[config.mk]
export PLATFORM = sky130hd
export DESIGN_NAME = pipe_front_regs_flat
export DESIGN_NICKNAME = d
export VERILOG_FILES = /design/src/rtl/pipe_front_if.sv /design/src/rtl/pipe_front_regs.sv /design/src/flat_wrapper.sv
export SDC_FILE = /design/constraint.sdc
export NUM_CORES = 1
export LEC_CHECK = 0
export ABC_AREA = 1
export BUFFER_PORTS_ARGS = -buffer_cell sky130_fd_sc_hd__buf_2
export CORE_ASPECT_RATIO = 0.5
export CORE_MARGIN = 3
export CORE_UTILIZATION = 35
export CTS_CLUSTER_SIZE = 20
export DETAILED_ROUTE_END_ITERATION = 8
export GPL_TIMING_DRIVEN = 0
export PLACE_DENSITY = 0.7
export SYNTH_ARGS = -nofsm -noshare
export SYNTH_HDL_FRONTEND = slang
export SYNTH_SLANG_ARGS = --single-unit
[constraint.sdc]
create_clock -name clk -period 4.89 [get_ports clk]
set_clock_uncertainty 0.15 [all_clocks]
set_input_delay 1.467 -clock clk [delete_from_list [all_inputs] [get_ports clk]]
set_output_delay 1.467 -clock clk [all_outputs]
set_load 0.01 [all_outputs]
[src/rtl/pipe_front_if.sv]
// ----------------------------------------------------------------------------
// pipe_front_if
//
// Purpose:
//   Bundles every non-clock, non-reset signal of pipe_front_regs. This covers
//   the hazard controls, the branch redirect, the fetch and decode inputs, and
//   all of the Decode- and Execute-stage outputs.
//
// Modports:
//   slave  - the pipeline register block. It receives the controls and the
//            D-stage data, and drives the F/D/E stage outputs.
//   master - the surrounding CPU: hazard unit, imem, decoder, register file
//            and Execute. It drives the controls and data, and consumes the
//            stage outputs.
//
// Configuration:
//   PIPE_PERF_CNT_EN - adds the StallCnt / FlushCnt performance counter
//                      outputs to the bundle.
//
// Parameters:
//   XLEN   - datapath and PC width
//   CTRL_W - width of the decoded control bundle carried from D to E
// ----------------------------------------------------------------------------
interface pipe_front_if #(
  parameter int XLEN   = 32,
  parameter int CTRL_W = 13
);

  // Hazard unit controls and redirect
  logic              StallF;
  logic              StallD;
  logic              FlushE;
  logic              PCSrcE;
  logic [XLEN-1:0]   PCTargetE;

  // Fetch and decode inputs
  logic [31:0]       InstrF;
  logic [XLEN-1:0]   RD1D;
  logic [XLEN-1:0]   RD2D;
  logic [XLEN-1:0]   ImmExtD;
  logic [CTRL_W-1:0] CtrlD;

  // Fetch / Decode stage outputs
  logic [XLEN-1:0]   PCF;
  logic [31:0]       InstrD;
  logic [XLEN-1:0]   PCD;
  logic [XLEN-1:0]   PCPlus4D;
  logic [4:0]        RS1D;
  logic [4:0]        RS2D;
  logic [4:0]        RdD;

  // Execute stage outputs
  logic [XLEN-1:0]   RD1E;
  logic [XLEN-1:0]   RD2E;
  logic [XLEN-1:0]   ImmExtE;
  logic [XLEN-1:0]   PCE;
  logic [XLEN-1:0]   PCPlus4E;
  logic [4:0]        RS1E;
  logic [4:0]        RS2E;
  logic [4:0]        RdE;
  logic [CTRL_W-1:0] CtrlE;
  logic              ValidE;

`ifdef PIPE_PERF_CNT_EN
  logic [31:0]       StallCnt;
  logic [31:0]       FlushCnt;
`endif

  modport slave (
    input  StallF, StallD, FlushE, PCSrcE, PCTargetE,
    input  InstrF, RD1D, RD2D, ImmExtD, CtrlD,
    output PCF, InstrD, PCD, PCPlus4D, RS1D, RS2D, RdD,
    output RD1E, RD2E, ImmExtE, PCE, PCPlus4E, RS1E, RS2E, RdE, CtrlE, ValidE
`ifdef PIPE_PERF_CNT_EN
    ,
    output StallCnt, FlushCnt
`endif
  );

  modport master (
    output StallF, StallD, FlushE, PCSrcE, PCTargetE,
    output InstrF, RD1D, RD2D, ImmExtD, CtrlD,
    input  PCF, InstrD, PCD, PCPlus4D, RS1D, RS2D, RdD,
    input  RD1E, RD2E, ImmExtE, PCE, PCPlus4E, RS1E, RS2E, RdE, CtrlE, ValidE
`ifdef PIPE_PERF_CNT_EN
    ,
    input  StallCnt, FlushCnt
`endif
  );

endinterface : pipe_front_if

[src/rtl/pipe_front_regs.sv]
// ----------------------------------------------------------------------------
// pipe_front_regs
//
// Purpose:
//   Front-end state of the 5-stage RISC-V pipeline. It holds:
//     - the PC register (F stage),
//     - the IF/ID register (instruction, PC, PC+4),
//     - the ID/EX register (operands, immediate, PCs, register addresses,
//       control bundle and a valid bit).
//   It obeys StallF / StallD / FlushE from the hazard unit and the taken-branch
//   redirect (PCSrcE / PCTargetE) from Execute. It also exposes the D- and
//   E-stage register addresses that the hazard unit consumes.
//
// Ports:
//   clk   - clock, rising edge
//   reset - synchronous, active-high; has priority over every other input
//   bus   - pipe_front_if.slave. Its inputs are StallF, StallD, FlushE,
//           PCSrcE, PCTargetE, InstrF, RD1D, RD2D, ImmExtD and CtrlD. Its
//           outputs are PCF, the IF/ID fields with their RS1D/RS2D/RdD
//           slices, and the ID/EX fields including ValidE.
//
// Configuration:
//   PIPE_PERF_CNT_EN - when defined, adds saturating 32-bit counters:
//                      StallCnt counts cycles with StallD=1 and PCSrcE=0;
//                      FlushCnt counts cycles with PCSrcE=1.
//
// Parameters:
//   XLEN      - datapath / PC width
//   CTRL_W    - decoded control bundle width (bit 0 = RegWrite)
//   RESET_PC  - PC loaded on reset
//   NOP_INSTR - instruction placed in IF/ID on reset or flush (addi x0,x0,0)
// ----------------------------------------------------------------------------
module pipe_front_regs #(
  parameter int              XLEN      = 32,
  parameter int              CTRL_W    = 13,
  parameter logic [XLEN-1:0] RESET_PC  = '0,
  parameter logic [31:0]     NOP_INSTR = 32'h0000_0013
) (
  input  logic        clk,
  input  logic        reset,
  pipe_front_if.slave bus
);

  // --------------------------------------------------------------------------
  // Stage register layouts
  // --------------------------------------------------------------------------
  typedef struct packed {
    logic [31:0]     instr;
    logic [XLEN-1:0] pc;
    logic [XLEN-1:0] pc_plus4;
  } ifid_t;

  typedef struct packed {
    logic [XLEN-1:0]   rd1;
    logic [XLEN-1:0]   rd2;
    logic [XLEN-1:0]   imm;
    logic [XLEN-1:0]   pc;
    logic [XLEN-1:0]   pc_plus4;
    logic [4:0]        rs1;
    logic [4:0]        rs2;
    logic [4:0]        rd;
    logic [CTRL_W-1:0] ctrl;
    logic              valid;
  } idex_t;

  localparam logic [XLEN-1:0] PC_STEP  = XLEN'(4);
  // A flushed or reset IF/ID holds a NOP with zero PCs.
  localparam ifid_t           IFID_NOP = '{instr: NOP_INSTR, pc: '0, pc_plus4: '0};

  // --------------------------------------------------------------------------
  // State and next-state
  // --------------------------------------------------------------------------
  logic [XLEN-1:0] pc_f;
  logic [XLEN-1:0] pc_f_next;
  logic [XLEN-1:0] pc_f_plus4;
  ifid_t           ifid_q;
  ifid_t           ifid_next;
  idex_t           idex_q;
  idex_t           idex_next;

  logic            flush_d;
  logic            flush_e;

  // A taken branch discards both younger instructions (those in F and D).
  // It therefore flushes IF/ID and forces a bubble into ID/EX.
  assign flush_d = bus.PCSrcE;
  assign flush_e = bus.FlushE | bus.PCSrcE;

  // The add wraps modulo 2^XLEN by construction.
  assign pc_f_plus4 = pc_f + PC_STEP;

  always_comb begin
    // NOTE: every variable assigned in this block gets a default first. This
    // means no path can leave a value unassigned, so no latch is inferred.
    pc_f_next = pc_f;
    ifid_next = ifid_q;
    idex_next = '0;

    // PC: a redirect overrides a fetch stall.
    if (bus.PCSrcE) begin
      pc_f_next = bus.PCTargetE;
    end else if (!bus.StallF) begin
      pc_f_next = pc_f_plus4;
    end

    // IF/ID: a flush overrides a decode stall.
    if (flush_d) begin
      ifid_next = IFID_NOP;
    end else if (!bus.StallD) begin
      ifid_next = '{instr: bus.InstrF, pc: pc_f, pc_plus4: pc_f_plus4};
    end

    // ID/EX is never stalled. It either takes the D-stage values or becomes
    // an all-zero bubble. An all-zero bubble has zero controls, so it cannot
    // write the register file or memory.
    if (!flush_e) begin
      idex_next.rd1      = bus.RD1D;
      idex_next.rd2      = bus.RD2D;
      idex_next.imm      = bus.ImmExtD;
      idex_next.pc       = ifid_q.pc;
      idex_next.pc_plus4 = ifid_q.pc_plus4;
      idex_next.rs1      = ifid_q.instr[19:15];
      idex_next.rs2      = ifid_q.instr[24:20];
      idex_next.rd       = ifid_q.instr[11:7];
      idex_next.ctrl     = bus.CtrlD;
      idex_next.valid    = 1'b1;
    end
  end

  always_ff @(posedge clk) begin
    // NOTE: sequential state uses non-blocking assignments. Every register
    // then samples pre-edge values, whatever order the statements run in.
    if (reset) begin
      pc_f   <= RESET_PC;
      ifid_q <= IFID_NOP;
      idex_q <= '0;
    end else begin
      pc_f   <= pc_f_next;
      ifid_q <= ifid_next;
      idex_q <= idex_next;
    end
  end

  // --------------------------------------------------------------------------
  // Outputs
  // --------------------------------------------------------------------------
  assign bus.PCF      = pc_f;

  assign bus.InstrD   = ifid_q.instr;
  assign bus.PCD      = ifid_q.pc;
  assign bus.PCPlus4D = ifid_q.pc_plus4;

  // D-stage register addresses are combinational slices for the hazard unit.
  assign bus.RS1D     = ifid_q.instr[19:15];
  assign bus.RS2D     = ifid_q.instr[24:20];
  assign bus.RdD      = ifid_q.instr[11:7];

  assign bus.RD1E     = idex_q.rd1;
  assign bus.RD2E     = idex_q.rd2;
  assign bus.ImmExtE  = idex_q.imm;
  assign bus.PCE      = idex_q.pc;
  assign bus.PCPlus4E = idex_q.pc_plus4;
  assign bus.RS1E     = idex_q.rs1;
  assign bus.RS2E     = idex_q.rs2;
  assign bus.RdE      = idex_q.rd;
  assign bus.CtrlE    = idex_q.ctrl;
  assign bus.ValidE   = idex_q.valid;

`ifdef PIPE_PERF_CNT_EN
  // --------------------------------------------------------------------------
  // Performance counters. Both saturate at all-ones and never wrap.
  // A stall cycle that coincides with a redirect counts only as a flush,
  // because the redirect discards the stalled instruction.
  // --------------------------------------------------------------------------
  logic [31:0] stall_cnt;
  logic [31:0] flush_cnt;

  always_ff @(posedge clk) begin
    if (reset) begin
      stall_cnt <= '0;
      flush_cnt <= '0;
    end else begin
      if (bus.StallD && !bus.PCSrcE && (stall_cnt != '1)) begin
        stall_cnt <= stall_cnt + 32'd1;
      end
      if (bus.PCSrcE && (flush_cnt != '1)) begin
        flush_cnt <= flush_cnt + 32'd1;
      end
    end
  end

  assign bus.StallCnt = stall_cnt;
  assign bus.FlushCnt = flush_cnt;
`endif

endmodule : pipe_front_regs

[src/flat_wrapper.sv]
// flat-port wrapper written by rule: the top's interface ports become plain ports
module pipe_front_regs_flat 
#(
  parameter int              XLEN      = 32,
  parameter int              CTRL_W    = 13,
  parameter logic [XLEN-1:0] RESET_PC  = '0,
  parameter logic [31:0]     NOP_INSTR = 32'h0000_0013
)
  (clk, reset, bus_StallF, bus_StallD, bus_FlushE, bus_PCSrcE, bus_PCTargetE, bus_InstrF, bus_RD1D, bus_RD2D, bus_ImmExtD, bus_CtrlD, bus_PCF, bus_InstrD, bus_PCD, bus_PCPlus4D, bus_RS1D, bus_RS2D, bus_RdD, bus_RD1E, bus_RD2E, bus_ImmExtE, bus_PCE, bus_PCPlus4E, bus_RS1E, bus_RS2E, bus_RdE, bus_CtrlE, bus_ValidE);
  pipe_front_if #(.XLEN(XLEN), .CTRL_W(CTRL_W)) bus_i ();
  input  logic clk;
  input  logic reset;
  input wire logic [$bits(bus_i.StallF)-1:0] bus_StallF;
  input wire logic [$bits(bus_i.StallD)-1:0] bus_StallD;
  input wire logic [$bits(bus_i.FlushE)-1:0] bus_FlushE;
  input wire logic [$bits(bus_i.PCSrcE)-1:0] bus_PCSrcE;
  input wire logic [$bits(bus_i.PCTargetE)-1:0] bus_PCTargetE;
  input wire logic [$bits(bus_i.InstrF)-1:0] bus_InstrF;
  input wire logic [$bits(bus_i.RD1D)-1:0] bus_RD1D;
  input wire logic [$bits(bus_i.RD2D)-1:0] bus_RD2D;
  input wire logic [$bits(bus_i.ImmExtD)-1:0] bus_ImmExtD;
  input wire logic [$bits(bus_i.CtrlD)-1:0] bus_CtrlD;
  output wire logic [$bits(bus_i.PCF)-1:0] bus_PCF;
  output wire logic [$bits(bus_i.InstrD)-1:0] bus_InstrD;
  output wire logic [$bits(bus_i.PCD)-1:0] bus_PCD;
  output wire logic [$bits(bus_i.PCPlus4D)-1:0] bus_PCPlus4D;
  output wire logic [$bits(bus_i.RS1D)-1:0] bus_RS1D;
  output wire logic [$bits(bus_i.RS2D)-1:0] bus_RS2D;
  output wire logic [$bits(bus_i.RdD)-1:0] bus_RdD;
  output wire logic [$bits(bus_i.RD1E)-1:0] bus_RD1E;
  output wire logic [$bits(bus_i.RD2E)-1:0] bus_RD2E;
  output wire logic [$bits(bus_i.ImmExtE)-1:0] bus_ImmExtE;
  output wire logic [$bits(bus_i.PCE)-1:0] bus_PCE;
  output wire logic [$bits(bus_i.PCPlus4E)-1:0] bus_PCPlus4E;
  output wire logic [$bits(bus_i.RS1E)-1:0] bus_RS1E;
  output wire logic [$bits(bus_i.RS2E)-1:0] bus_RS2E;
  output wire logic [$bits(bus_i.RdE)-1:0] bus_RdE;
  output wire logic [$bits(bus_i.CtrlE)-1:0] bus_CtrlE;
  output wire logic [$bits(bus_i.ValidE)-1:0] bus_ValidE;
  assign bus_i.StallF = bus_StallF;
  assign bus_i.StallD = bus_StallD;
  assign bus_i.FlushE = bus_FlushE;
  assign bus_i.PCSrcE = bus_PCSrcE;
  assign bus_i.PCTargetE = bus_PCTargetE;
  assign bus_i.InstrF = bus_InstrF;
  assign bus_i.RD1D = bus_RD1D;
  assign bus_i.RD2D = bus_RD2D;
  assign bus_i.ImmExtD = bus_ImmExtD;
  assign bus_i.CtrlD = bus_CtrlD;
  assign bus_PCF = bus_i.PCF;
  assign bus_InstrD = bus_i.InstrD;
  assign bus_PCD = bus_i.PCD;
  assign bus_PCPlus4D = bus_i.PCPlus4D;
  assign bus_RS1D = bus_i.RS1D;
  assign bus_RS2D = bus_i.RS2D;
  assign bus_RdD = bus_i.RdD;
  assign bus_RD1E = bus_i.RD1E;
  assign bus_RD2E = bus_i.RD2E;
  assign bus_ImmExtE = bus_i.ImmExtE;
  assign bus_PCE = bus_i.PCE;
  assign bus_PCPlus4E = bus_i.PCPlus4E;
  assign bus_RS1E = bus_i.RS1E;
  assign bus_RS2E = bus_i.RS2E;
  assign bus_RdE = bus_i.RdE;
  assign bus_CtrlE = bus_i.CtrlE;
  assign bus_ValidE = bus_i.ValidE;
  pipe_front_regs #(.XLEN(XLEN), .CTRL_W(CTRL_W), .RESET_PC(RESET_PC), .NOP_INSTR(NOP_INSTR)) u_core (.clk(clk), .reset(reset), .bus(bus_i));
endmodule
==> metrics.md, run 1 <==
| Metric | Value |
|---|---|
| Power Dens Cells | `364 nW/um^2` |
| CP startpoint kind | `register` |
| Dominant synthesized flop cell | `dfxtp_1` |
| Met1 Usage GRT | `0.280` |
| Die Area | `33,000 um^2` |
| Min Hold Slack | `0.298 ns` |
| Ys Warns | `0` |
| Horiz. Die Dim | `254 um` |
| Vias per cell | `4.42` |
| Max-slew headroom | `0.519` |
| Critical path arrival | `1.27 ns` |
| # H-tree levels | `1` |
| Post-DP HPWL | `30,900 um` |
| Number of global-route vias before repair | `9,220` |
| Leak pwr | `7.86 nW` |
| Largest net degree at the start of global routing | `17` |
| Max-slew violation total from the final report | `0` |
| Comb pwr share | `0.086` |
| Avg WL per Cell | `17.2 um` |
| Mapped cell area | `10,800 um^2` |
| Met2 Use GR | `0.374` |
| Top Family by Delay on Critical Path | `flip-flops` |
| Yosys reg bits | `313` |
| FF-to-FF setup slack | `2.88 ns` |
| CTS Hold Buffers Added | `0` |
| RSZ-0062 raised after global routing | `no` |
| Slowest-stage cell, CP | `dfxtp_1` |
| Sequential Power Share | `0.500` |
| Synthesized area per cell | `8.10 um^2` |
| Mapped Cells | `1,330` |
| Clk_lat worst skew | `0.55 ns` |
| Worst slew pin tran | `0.722 ns` |
| Ys async rst share | `0` |
| Final TNS setup | `0 ns` |
| Most frequent cells in the layout | `buf_2 (520), dfxtp_1 (313), inv_1 (260)` |
| Crit-path cells | `buf_2` |
| IO buf count | `508` |
| Achievable Freq | `347 MHz` |
| Met3 usage | `0.0534` |
| Max IR drop VDD | `0.209 mV` |
| Switching share of power | `0.242` |
| Pre-antenna DRT Iters | `5` |
| Row cnt | `44` |
| Net Count, Synth | `1,510` |
| Synth top area cells | `dfxtp_1 (58%), inv_1 (9.1%), nor2_1 (7.9%), nand2_1 (6.1%), a21oi_1 (5.1%)` |
| Layout Nets | `2,047` |
| Psw | `0.00129 W` |
| Die Ht | `130 um` |
| WL final | `39,100 um` |
| P&R area growth vs syn | `36.5%` |
| Sequential-to-total area share from yosys stat | `0.582` |
| Worst Path Class, Setup | `reg2out` |
| Final setup vio count | `0` |
| GP Congestion | `0.936` |
| First-pass GRT wire length | `55,600 um` |
| Max Cap Viol | `0` |
| Final worst-path cycle share | `0.590` |
| Layout cells sized above 1 | `0.326` |
| Post-CTS resize count | `0` |
| Area leader, netlist | `dfxtp_1` |
| GRT Resource Usage Total | `0.222` |
| Placed cell count | `2,229` |
| Vias | `10,100` |
| Fin cells | `2,279` |
| Worst Path Required | `3.27 ns` |
| Global route hottest layer | `met2` |
| Crit path time final | `2.88 ns` |
| Crit-path max cell delay | `0.51 ns` |
| Core Region | `29,600 um^2` |
| Yosys top cell area share | `0.582` |
| Max FO, Critical Path | `6` |
| Commonest non-fill, non-tap cell in the layout | `buf_2` |
| Clk slew on worst S/H paths | `0.08 ns` |
| Remaining global-route overflow | `0` |
| Clk pwr share | `0.414` |
| Number of I/O pins | `511` |
| Initial core utilization | `0.364` |
| Clock buffer depth | `3` |
| CTS Buf Count | `27` |
| Root Driver | `clkbuf_16` |
| Worst Setup End Kind | `output pin` |
| Final Core Density | `0.497` |
| Post-synth EDFFs | `0` |
| Distinct cells, synth | `25` |
| Buf/Inv on CP | `1` |
| CTS tree | `done` |
| Iteration-0 DRC Markers | `927` |
| Drc violations | `0` |
| Fin. Hold Viols | `0` |
| HP Class | `reg2reg` |
| Post-CTS setup buffers | `0` |
| Pint | `0.00406 W` |
| Sink Count | `313` |
| Antenna Violating Nets Remaining | `0` |
| Status | `finished, final reports clean` |
| Antenna violations before repair | `8` |
==> Yosys cell counts (2+ instances only) <==
master,count
a31oi_1,7
inv_2,2
buf_2,12
dfxtp_1,313
nor2_4,6
nor2_1,227
o21ai_0,90
nand3_1,20
xnor2_1,3
xor2_1,12
nand2_2,3
a22o_1,8
a21oi_1,109
nor2_2,6
inv_1,260
and2_1,3
nand2_1,174
clkbuf_1,31
buf_1,5
buf_6,11
buf_4,23
nor3_1,2
==> final timing paths <==
kind,start,endpoint,cells after the start
max reg2reg,u_core.bus.PCF[3],u_core.bus.PCPlus4D[24],10
min reg2reg,u_core.bus.PCPlus4D[25],u_core.bus.PCPlus4E[25],2
max,u_core.bus.PCF[11],bus_PCF[11],1
min,u_core.bus.PCPlus4D[25],u_core.bus.PCPlus4E[25],2
==> power by group through the flow <==
stage | Clock [W] | Sequential (W) | Combinational, W
after floorplan | 0 | 0.00276 | 0.000190
after global placement | 0 | 0.00273 | 0.000453
after detailed placement | 0 | 0.00273 | 0.000457
after CTS | 0.00226 | 0.00267 | 0.000460
after global routing | 0.00236 | 0.00268 | 0.000507
final | 0.00222 | 0.00268 | 0.000459
==> metal layers <==
layer	part of all wire	vias up
met4	0.028	6
met2	0.49	301
met1	0.42	4656
met3	0.064	69
met5	0.00074	-
li1	-	5034
==> kinds of logic (layout without fill, tap and decap cells) <==
| family | after synthesis | after routing | share of synthesized area |
|---|---|---|---|
| AOI/OAI and AO/OA | 215 | 215 | 0.104 |
| xor gates and xnor gates | 15 | 15 | 0.0122 |
| adders and majority gates | 1 | 1 | 0.00116 |
| buffers and inverters | 344 | 897 | 0.137 |
| DFF | 313 | 313 | 0.582 |
| other | 0 | 5 | 0 |
| and+or+nand+nor | 442 | 442 | 0.164 |
==> sequential cells by signal, indices dropped and copies added, names as in the netlist <==
name and cells:
u_core.bus.RS2E 5, u_core.bus.PCPlus4D 32, u_core.bus.PCD 30, u_core.bus.PCPlus4E 32, u_core.bus.InstrD 32, u_core.bus.RS1E 5
u_core.bus.ImmExtE 32, u_core.bus.RD1E 32, u_core.bus.PCE 30, u_core.bus.ValidE 1, u_core.bus.RD2E 32, u_core.bus.CtrlE 13
u_core.bus.RdE 5, u_core.bus.PCF 32
==> through the flow <==
stage                     power [W]  area [um^2]  setup slack [ns]
after floorplan             0.00295        10800              2.25
after global placement      0.00318        13800              1.70
after detailed placement    0.00319        13800              1.68
after CTS                   0.00539        14700              1.99
after global routing        0.00555        14700              1.94
final                       0.00535        14700              2.01
==> final cells by class <==
cell class	instances	area [um^2]
Antenna cell	5	12.5
Sequential cell	313	6270
Fill cell	2932	14900
Buffer	82	492
Tap cell	391	489
Timing Repair Buffer	508	2540
Clock buffer	32	714
Clock inverter	13	176
Inverter	262	983
Multi-Input combinational cell	673	3030
Power figures use the tool's default switching activity.
==> inputs of run 2 (changes only) <==
--- a/config.mk
+++ b/config.mk
@@ -5,7 +5,7 @@
 export SDC_FILE = /design/constraint.sdc
 export NUM_CORES = 1
 export LEC_CHECK = 0
-export ABC_AREA = 1
+export ABC_AREA = 0
 export BUFFER_PORTS_ARGS = -buffer_cell sky130_fd_sc_hd__buf_2
 export CORE_ASPECT_RATIO = 0.5
 export CORE_MARGIN = 3
@@ -13,7 +13,7 @@
 export CTS_CLUSTER_SIZE = 20
 export DETAILED_ROUTE_END_ITERATION = 8
 export GPL_TIMING_DRIVEN = 0
-export PLACE_DENSITY = 0.7
+export PLACE_DENSITY = 0.73
 export SYNTH_ARGS = -nofsm -noshare
 export SYNTH_HDL_FRONTEND = slang
 export SYNTH_SLANG_ARGS = --single-unit
==> constraint.sdc (replaced) <==
create_clock -name clk -period 2.39 [get_ports clk]
set_clock_uncertainty 0.15 [all_clocks]
set_input_delay 0.717 -clock clk [delete_from_list [all_inputs] [get_ports clk]]
set_output_delay 0.717 -clock clk [all_outputs]
set_load 0.01 [all_outputs]
==> run 2 against run 1 <==
  * Combinational power up 93%
  * Sequential power up 100%
  * Count of clock-buffer cells in the layout up 4
  * Die area down 1.6%
  * Largest power group unchanged
  * Non-clock buffer count up 15
  * Routed wire length down 5.2%
  * Final area down 0.67%
==> metrics.md, run 2 <==
| Metric | Value |
|---|---|
| Die Ht | `129 um (-0.80%)` |
| Drc violations | `0 (unchanged)` |
| Yosys reg bits | `313 (unchanged)` |
| Power Dens Cells | `740 nW/um^2 (+100%)` |
| Fin. Hold Viols | `0 (unchanged)` |
| Sink Count | `313 (unchanged)` |
| Vias | `9,090 (-9.7%)` |
| Commonest cells post-synth | `dfxtp_1 (313), and2_1 (188), nor2_1 (112)` |
| Final Instance Area | `14,600 um^2 (-0.67%)` |
| Number of global-route vias before repair | `8,369 (-9.2%)` |
| Max FO, Critical Path | `7 (+1)` |
| Leak pwr | `7.31 nW (-7.0%)` |
| Antenna violations before repair | `3 (-5)` |
| Synth top area cells | `dfxtp_1 (59%), and2_1 (11%), mux2i_1 (6.6%), nor2_1 (4.0%), xor2_1 (2.6%)` |
| HP Class | `in2reg` |
| P&R area growth vs syn | `37.9%` |
| Remaining global-route overflow | `0 (unchanged)` |
| Achievable Freq | `430 MHz` |
| Placed cell count | `1,920 (-14%)` |
| Die Area | `32,500 um^2 (-1.6%)` |
| Crit-path max cell delay | `0.48 ns (-0.03 ns)` |
| # H-tree levels | `1 (unchanged)` |
| Sequential-to-total area share from yosys stat | `0.592 (+0.00983)` |
| Max Cap Viol | `0 (unchanged)` |
| Final worst-path cycle share | `0.973` |
| Clk_lat worst skew | `0.55 ns (about the same)` |
| Slowest-stage cell, CP | `dfxtp_1` |
| Number of I/O pins | `511 (unchanged)` |
| GP Congestion | `0.884 (-5.6%)` |
| Mapped Cells | `1,022 (-23%)` |
| CTS Hold Buffers Added | `0 (unchanged)` |
| Net Count, Synth | `1,202 (-20%)` |
| Layout Nets | `1,742 (-15%)` |
| Dominant synthesized flop cell | `dfxtp_1` |
| Horiz. Die Dim | `252 um (-0.81%)` |
| Worst Path Class, Setup | `reg2reg` |
| Final setup vio count | `0 (unchanged)` |
| Status | `finished, final reports clean` |
| Post-DP HPWL | `29,100 um (-5.8%)` |
| Buf/Inv on CP | `0 (-1)` |
| Critical path arrival | `2.59 ns (+1.32 ns)` |
| Yosys top cell area share | `0.592 (+0.00983)` |
| Worst slew pin tran | `0.956 ns (+0.234 ns)` |
| Layout cells sized above 1 | `0.390 (+0.0639)` |
| Power consumption | `0.0108 W (+100%)` |
| Top cell by count, worst path | `nand4_1` |
| WL final | `37,100 um (-5.2%)` |
| Largest net degree at the start of global routing | `18 (+1)` |
| Pre-antenna DRT Iters | `5 (unchanged)` |
| Fillcell total | `2,770 (-5.5%)` |
| Fin cells | `1,977 (-13%)` |
| Clock buffer depth | `3 (unchanged)` |
| Min Hold Slack | `0.223 ns (-0.0746 ns)` |
| Area leader, netlist | `dfxtp_1` |
| Ys Warns | `0 (unchanged)` |
| Dpl cell area | `13,600 um^2 (-1.3%)` |
| Core Region | `29,400 um^2 (-0.74%)` |
| Distinct cells, synth | `41 (+64%)` |
| Crit path time final | `2.32 ns` |
| Root Driver | `clkbuf_16` |
| Commonest non-fill, non-tap cell in the layout | `buf_2` |
| Iteration-0 DRC Markers | `692 (-25%)` |
| Initial core utilization | `0.360 (-0.00336)` |
| Crit-path cells | `ha_1 -> nand4_1 -> nor3_4 -> nand4_1 -> xor2_1 -> o22ai_1` |
| CP startpoint kind | `register` |
| Most common cell in the netlist | `dfxtp_1` |
| First-pass GRT wire length | `52,100 um (-6.3%)` |
| Most frequent cells in the layout | `buf_2 (517), dfxtp_1 (312), and2_1 (188)` |
| Post-route setup slack | `0.0653 ns (-1.94 ns)` |
| Vias per cell | `4.60 (+4.1%)` |
| Max-slew violation total from the final report | `0 (unchanged)` |
| Worst Path Required | `2.65 ns (-0.62 ns)` |
| Top Family by Delay on Critical Path | `simple AND/OR/NAND/NOR gates` |
| Clk slew on worst S/H paths | `0.07 ns (about the same)` |
| Synthesized area per cell | `10.4 um^2 (+28%)` |
| Multi-input logic area | `3880 um^2 (+28%)` |
| Mapped cell area | `10,600 um^2 (-1.7%)` |
| GRT Resource Usage Total | `0.210 (-0.0119)` |
| Max-slew headroom | `0.363 (-0.156)` |
| Antenna Violating Nets Remaining | `0 (unchanged)` |
| CTS tree | `done` |
| Row cnt | `44 (unchanged)` |
| CTS Buf Count | `26 (-3.7%)` |
| Ys async rst share | `0 (unchanged)` |
| Max IR drop VDD | `0.395 mV (+89%)` |
| Worst Setup End Kind | `register` |
| Avg WL per Cell | `18.8 um (+9.3%)` |
| IO buf count | `507 (-0.20%)` |
| Post-synth EDFFs | `0 (unchanged)` |
| Place WS | `-1.15 ns (-2.83 ns)` |
| Storage element area | `6270 um^2 (about the same)` |
==> run 2: cell count changes after synthesis, moves of 69 or more <==
cell,delta
nand2_1,-140
inv_1,-257
nor2_1,-115
a21oi_1,-72
o21ai_0,-69
and2_1,+185
mux2i_1,+70
==> run 2: layer usage <==
layer | GRT usage | wire length (um) | share of wire | up-vias
met5 | 0 | 0 | 0 | -
met4 | 0.0525 | 868 | 0.023 | 0
met3 | 0.0411 | 2080 | 0.056 | 55
met2 | 0.367 | 18500 | 0.50 | 276
met1 | 0.269 | 15700 | 0.42 | 4355
li1 | - | - | - | 4404
==> run 2: report_power, final <==
part | switching [W] | internal, W | total (W)
logic | 0.000501 | 0.000387 | 0.000888
clock network | 0.00196 | 0.00251 | 0.00446
registers | 0.000105 | 0.00535 | 0.00546
==> run 2: cells by family (layout without fill, tap and decap cells) <==
kind of cell / count (synthesis) / after routing / share of synthesized area
AOI/OAI and AO/OA: 83 / 83 / 0.0447
other: 0 / 4 / 0
xor gates and xnor gates: 53 / 53 / 0.0438
DFF: 313 / 313 / 0.592
adders and majority gates: 1 / 1 / 0.00118
and+or+nand+nor: 405 / 405 / 0.209
muxes: 70 / 70 / 0.0661
buffers and inverters: 97 / 657 / 0.0441
==> run 2: final cells by class <==
class,instances,area share
flip-flops and latches,313,0.429
multi-input cells,612,0.265
repair buffers,513,0.177
clock buffers,36,0.0534
clock inverters,12,0.00857
inverters,4,0.00103
diodes,4,0.000685
plain buffers,92,0.0317
well taps,391,0.0335
==> run 2: path summary, 6_finish.rpt <==
check                            start                   end  slack (ns)  depth (start not counted)
setup / recovery     u_core.bus.PCF[3]    u_core.bus.PCF[28]        0.07                          6
hold / removal            bus_RD2D[12]   u_core.bus.RD2E[12]        0.22                          2
setup reg to reg     u_core.bus.PCF[3]    u_core.bus.PCF[28]        0.07                          6
hold reg to reg   u_core.bus.InstrD[4]  u_core.bus.InstrD[4]        0.32                          2
==> run 2: stage by stage <==
| stage | TNS, ns | utilization |
|---|---|---|
| detailed placement | -163.27 | 0.463 |
| finish | 0 | 0.497 |
| CTS | 0 | 0.495 |
| global placement | -158.57 | 0.463 |
| floorplan | 0 | - |
| global route | -0.0113 | 0.497 |
==> run 2: what timing repair did <==
action | CTS | global route
hold endpoints to repair | 0 | 0
buffers inserted | 2 | 4
endpoints found under the setup margin | 155 | 140
pin swaps | 2 | 2
resized for setup | 8 | 15
==> inputs of run 3 (changes only) <==
==> constraint.sdc (replaced) <==
create_clock -name clk -period 2.39 [get_ports clk]
set_clock_uncertainty 0.15 [all_clocks]
set_input_delay 0.478 -clock clk [delete_from_list [all_inputs] [get_ports clk]]
set_output_delay 0.478 -clock clk [all_outputs]
set_load 0.01 [all_outputs]
==> run 3 against run 2 <==
  * Worst hold slack lost 0.20 ns
  * Maximum frequency rose by 1.7%
  * Power increased by 1.5%
  * Utilization grew 3.7 points
  * Final cell count up 5.6%
  * Setup slack improved by 0.038 ns
  * Count of clock-buffer cells in the layout is the same
  * First-iteration DRC count rose by 7.5%
  * Critical path type unchanged
  * Highest routed layer unchanged
==> metrics.md, run 3 (synthesis gave the netlist of run 2 again) <==
| Metric | Value |
|---|---|
| CTS tree | `done` |
| Remaining global-route overflow | `0 (unchanged)` |
| Top Family by Delay on Critical Path | `simple AND/OR/NAND/NOR gates` |
| Placed cell count | `1,920 (unchanged)` |
| Crit-path cells | `ha_1 -> nand4_1 -> nor3_4 -> nand4_1 -> xor2_1 -> a211oi_1` |
| Most frequent cells in the layout | `buf_2 (517), dfxtp_1 (312), and2_1 (188)` |
| Largest net degree at the start of global routing | `18 (unchanged)` |
| Leak pwr | `7.74 nW (+5.9%)` |
| RR Startpoint | `u_core.bus.PCF[3]` |
| # H-tree levels | `1 (unchanged)` |
| Max IR drop VDD | `0.396 mV (+0.33%)` |
| Fin. Hold Viols | `0 (unchanged)` |
| Core Region | `29,400 um^2 (unchanged)` |
| Worst Setup EP | `u_core.bus.PCF[26]` |
| Worst Setup SP | `u_core.bus.PCF[3]` |
| Pre-antenna DRT Iters | `4 (-1)` |
| Psw | `0.00261 W (+1.9%)` |
| Post-DP HPWL | `29,100 um (unchanged)` |
| Crit path time final | `2.29 ns (-0.0380 ns)` |
| Final worst-path cycle share | `0.957 (-0.0159)` |
| Final Core Density | `0.534 (+0.0373)` |
| Slowest-stage cell, CP | `dfxtp_1` |
| Reg2Reg Depth | `6 (unchanged)` |
| Max Cap Viol | `0 (unchanged)` |
| Fin cells | `2,087 (+5.6%)` |
| Pint | `0.00836 W (+1.4%)` |
| Initial core utilization | `0.360 (unchanged)` |
| P&R area growth vs syn | `48.3%` |
| Number of global-route vias before repair | `9,169 (+9.6%)` |
| Buf/Inv on CP | `0 (unchanged)` |
| Clk pwr share | `0.408 (-0.005)` |
| Achievable Freq | `437 MHz (+1.7%)` |
| Antenna Violating Nets Remaining | `0 (unchanged)` |
| Clock buffer depth | `3 (unchanged)` |
| Sequential Power Share | `0.497 (-0.008)` |
| Storage element area | `6270 um^2 (unchanged)` |
| Max-slew headroom | `0.369 (+0.00660)` |
| Worst Setup End Kind | `register` |
| Final setup vio count | `0 (unchanged)` |
| Number of I/O pins | `511 (unchanged)` |
| GRT Resource Usage Total | `0.223 (+0.0137)` |
| Iteration-0 DRC Markers | `744 (+7.5%)` |
| Antenna violations before repair | `3 (unchanged)` |
| Power Dens Cells | `699 nW/um^2 (-5.6%)` |
| Fillcell total | `2,608 (-5.8%)` |
| Layout Nets | `1,854 (+6.4%)` |
| Crit-path max cell delay | `0.48 ns (about the same)` |
| Critical path arrival | `2.59 ns (about the same)` |
| Avg WL per Cell | `18.7 um (about the same)` |
| Horiz. Die Dim | `252 um (unchanged)` |
| IO buf count | `507 (unchanged)` |
| HP Class | `in2reg` |
| Clk_lat worst skew | `0.54 ns (about the same)` |
| CTS Buf Count | `26 (unchanged)` |
| Multi-input logic area | `3880 um^2 (unchanged)` |
| Comb pwr share | `0.095 (+0.013)` |
| GP Congestion | `0.884 (unchanged)` |
| Root Driver | `clkbuf_16` |
| Clk slew on worst S/H paths | `0.07 ns (about the same)` |
| Die Ht | `129 um (unchanged)` |
| Worst Path Required | `2.69 ns (+0.04 ns)` |
| Layout cells sized above 1 | `0.358 (-0.0317)` |
| Worst slew pin tran | `0.946 ns (-0.00990 ns)` |
| FF-to-FF setup slack | `0.10 ns (+0.04 ns)` |
| Vias per cell | `4.61 (+0.25%)` |
| Max-slew violation total from the final report | `0 (unchanged)` |
| Top cell by count, worst path | `nand4_1` |
| Worst Path Class, Setup | `reg2reg` |
| Sink Count | `313 (unchanged)` |
| Die Area | `32,500 um^2 (unchanged)` |
| Status | `finished, final reports clean` |
| Row cnt | `44 (unchanged)` |
| Switching share of power | `0.238 (+0.000753)` |
| Max FO, Critical Path | `7 (unchanged)` |
| Commonest non-fill, non-tap cell in the layout | `buf_2` |
| Reg-to-Reg End | `u_core.bus.PCF[26]` |
| CP startpoint kind | `register` |
| Drc violations | `0 (unchanged)` |
| WL final | `39,100 um (+5.5%)` |
| CP Depth | `6 (unchanged)` |
| First-pass GRT wire length | `55,700 um (+6.9%)` |
| Vias | `9,620 (+5.8%)` |
[run 3: what timing repair did]
| item | CTS | global route |
|---|---|---|
| setup endpoints to repair | 117 | 71 |
| resized for setup | 5 | 1 |
| hold endpoints to repair | 110 | 1 |
| hold buffers | 110 | 1 |
| setup buffers | 1 | 5 |
| pin swaps | 1 | 3 |
[run 3: power groups by stage]
stage | Sequential [W] | Combinational, W | Clock, W
5_1_grt | 0.00547 | 0.00112 | 0.00475
2_1_floorplan | 0.00561 | 0.000380 | 0
3_3_place_gp | 0.00557 | 0.000870 | 0
3_5_place_dp | 0.00557 | 0.000877 | 0
4_1_cts | 0.00545 | 0.00103 | 0.00454
6_report | 0.00546 | 0.00104 | 0.00447
[run 3: final cells by class]
type                            instances  share of cell area
Tap cell                              391              0.0312
Clock buffer                           36              0.0496
Multi-Input combinational cell        612               0.247
Buffer                                 93              0.0289
Timing Repair Buffer                  624               0.235
Antenna cell                            2            0.000319
Clock inverter                         12             0.00797
Sequential cell                       313               0.399
Inverter                                4            0.000956
[run 3: through the flow]
stage / power, W / hold slack [ns] / setup WS [ns] / setup TNS, ns / instance area [um^2]
CTS: 0.0110 / 0.000393 / 0.0282 / 0 / 15600
global route: 0.0113 / 0.00607 / -0.000652 / -0.000652 / 15700
floorplan: 0.00599 / 0.334 / 0.325 / 0 / 10600
finish: 0.0110 / 0.0250 / 0.103 / 0 / 15700
global placement: 0.00644 / 0.303 / -0.904 / -99.04 / 13600
detailed placement: 0.00645 / 0.310 / -0.911 / -103.96 / 13600
[run 3: how the worst min path moves through the flow]
stage | from | end | slack (ns) | cells after the start
floorplan | u_core.bus.PCF[0] | u_core.bus.PCF[0] | 0.33 | 2
global route | bus_PCTargetE[2] | u_core.bus.PCF[2] | 0.006 | 3
detailed placement | u_core.bus.InstrD[4] | u_core.bus.InstrD[4] | 0.31 | 2
global placement | u_core.bus.InstrD[0] | u_core.bus.InstrD[0] | 0.30 | 2
CTS | bus_InstrF[20] | u_core.bus.InstrD[20] | 0.0004 | 3
finish | bus_RD2D[13] | u_core.bus.RD2E[13] | 0.02 | 2
[run 3: routing by layer]
layer  vias up  global-route usage  share of wire
met5         -                   0              0
met4         0              0.0545          0.022
met3        60              0.0449          0.057
met1      4640               0.276           0.41
met2       303               0.405           0.51
li1       4617                   -              -
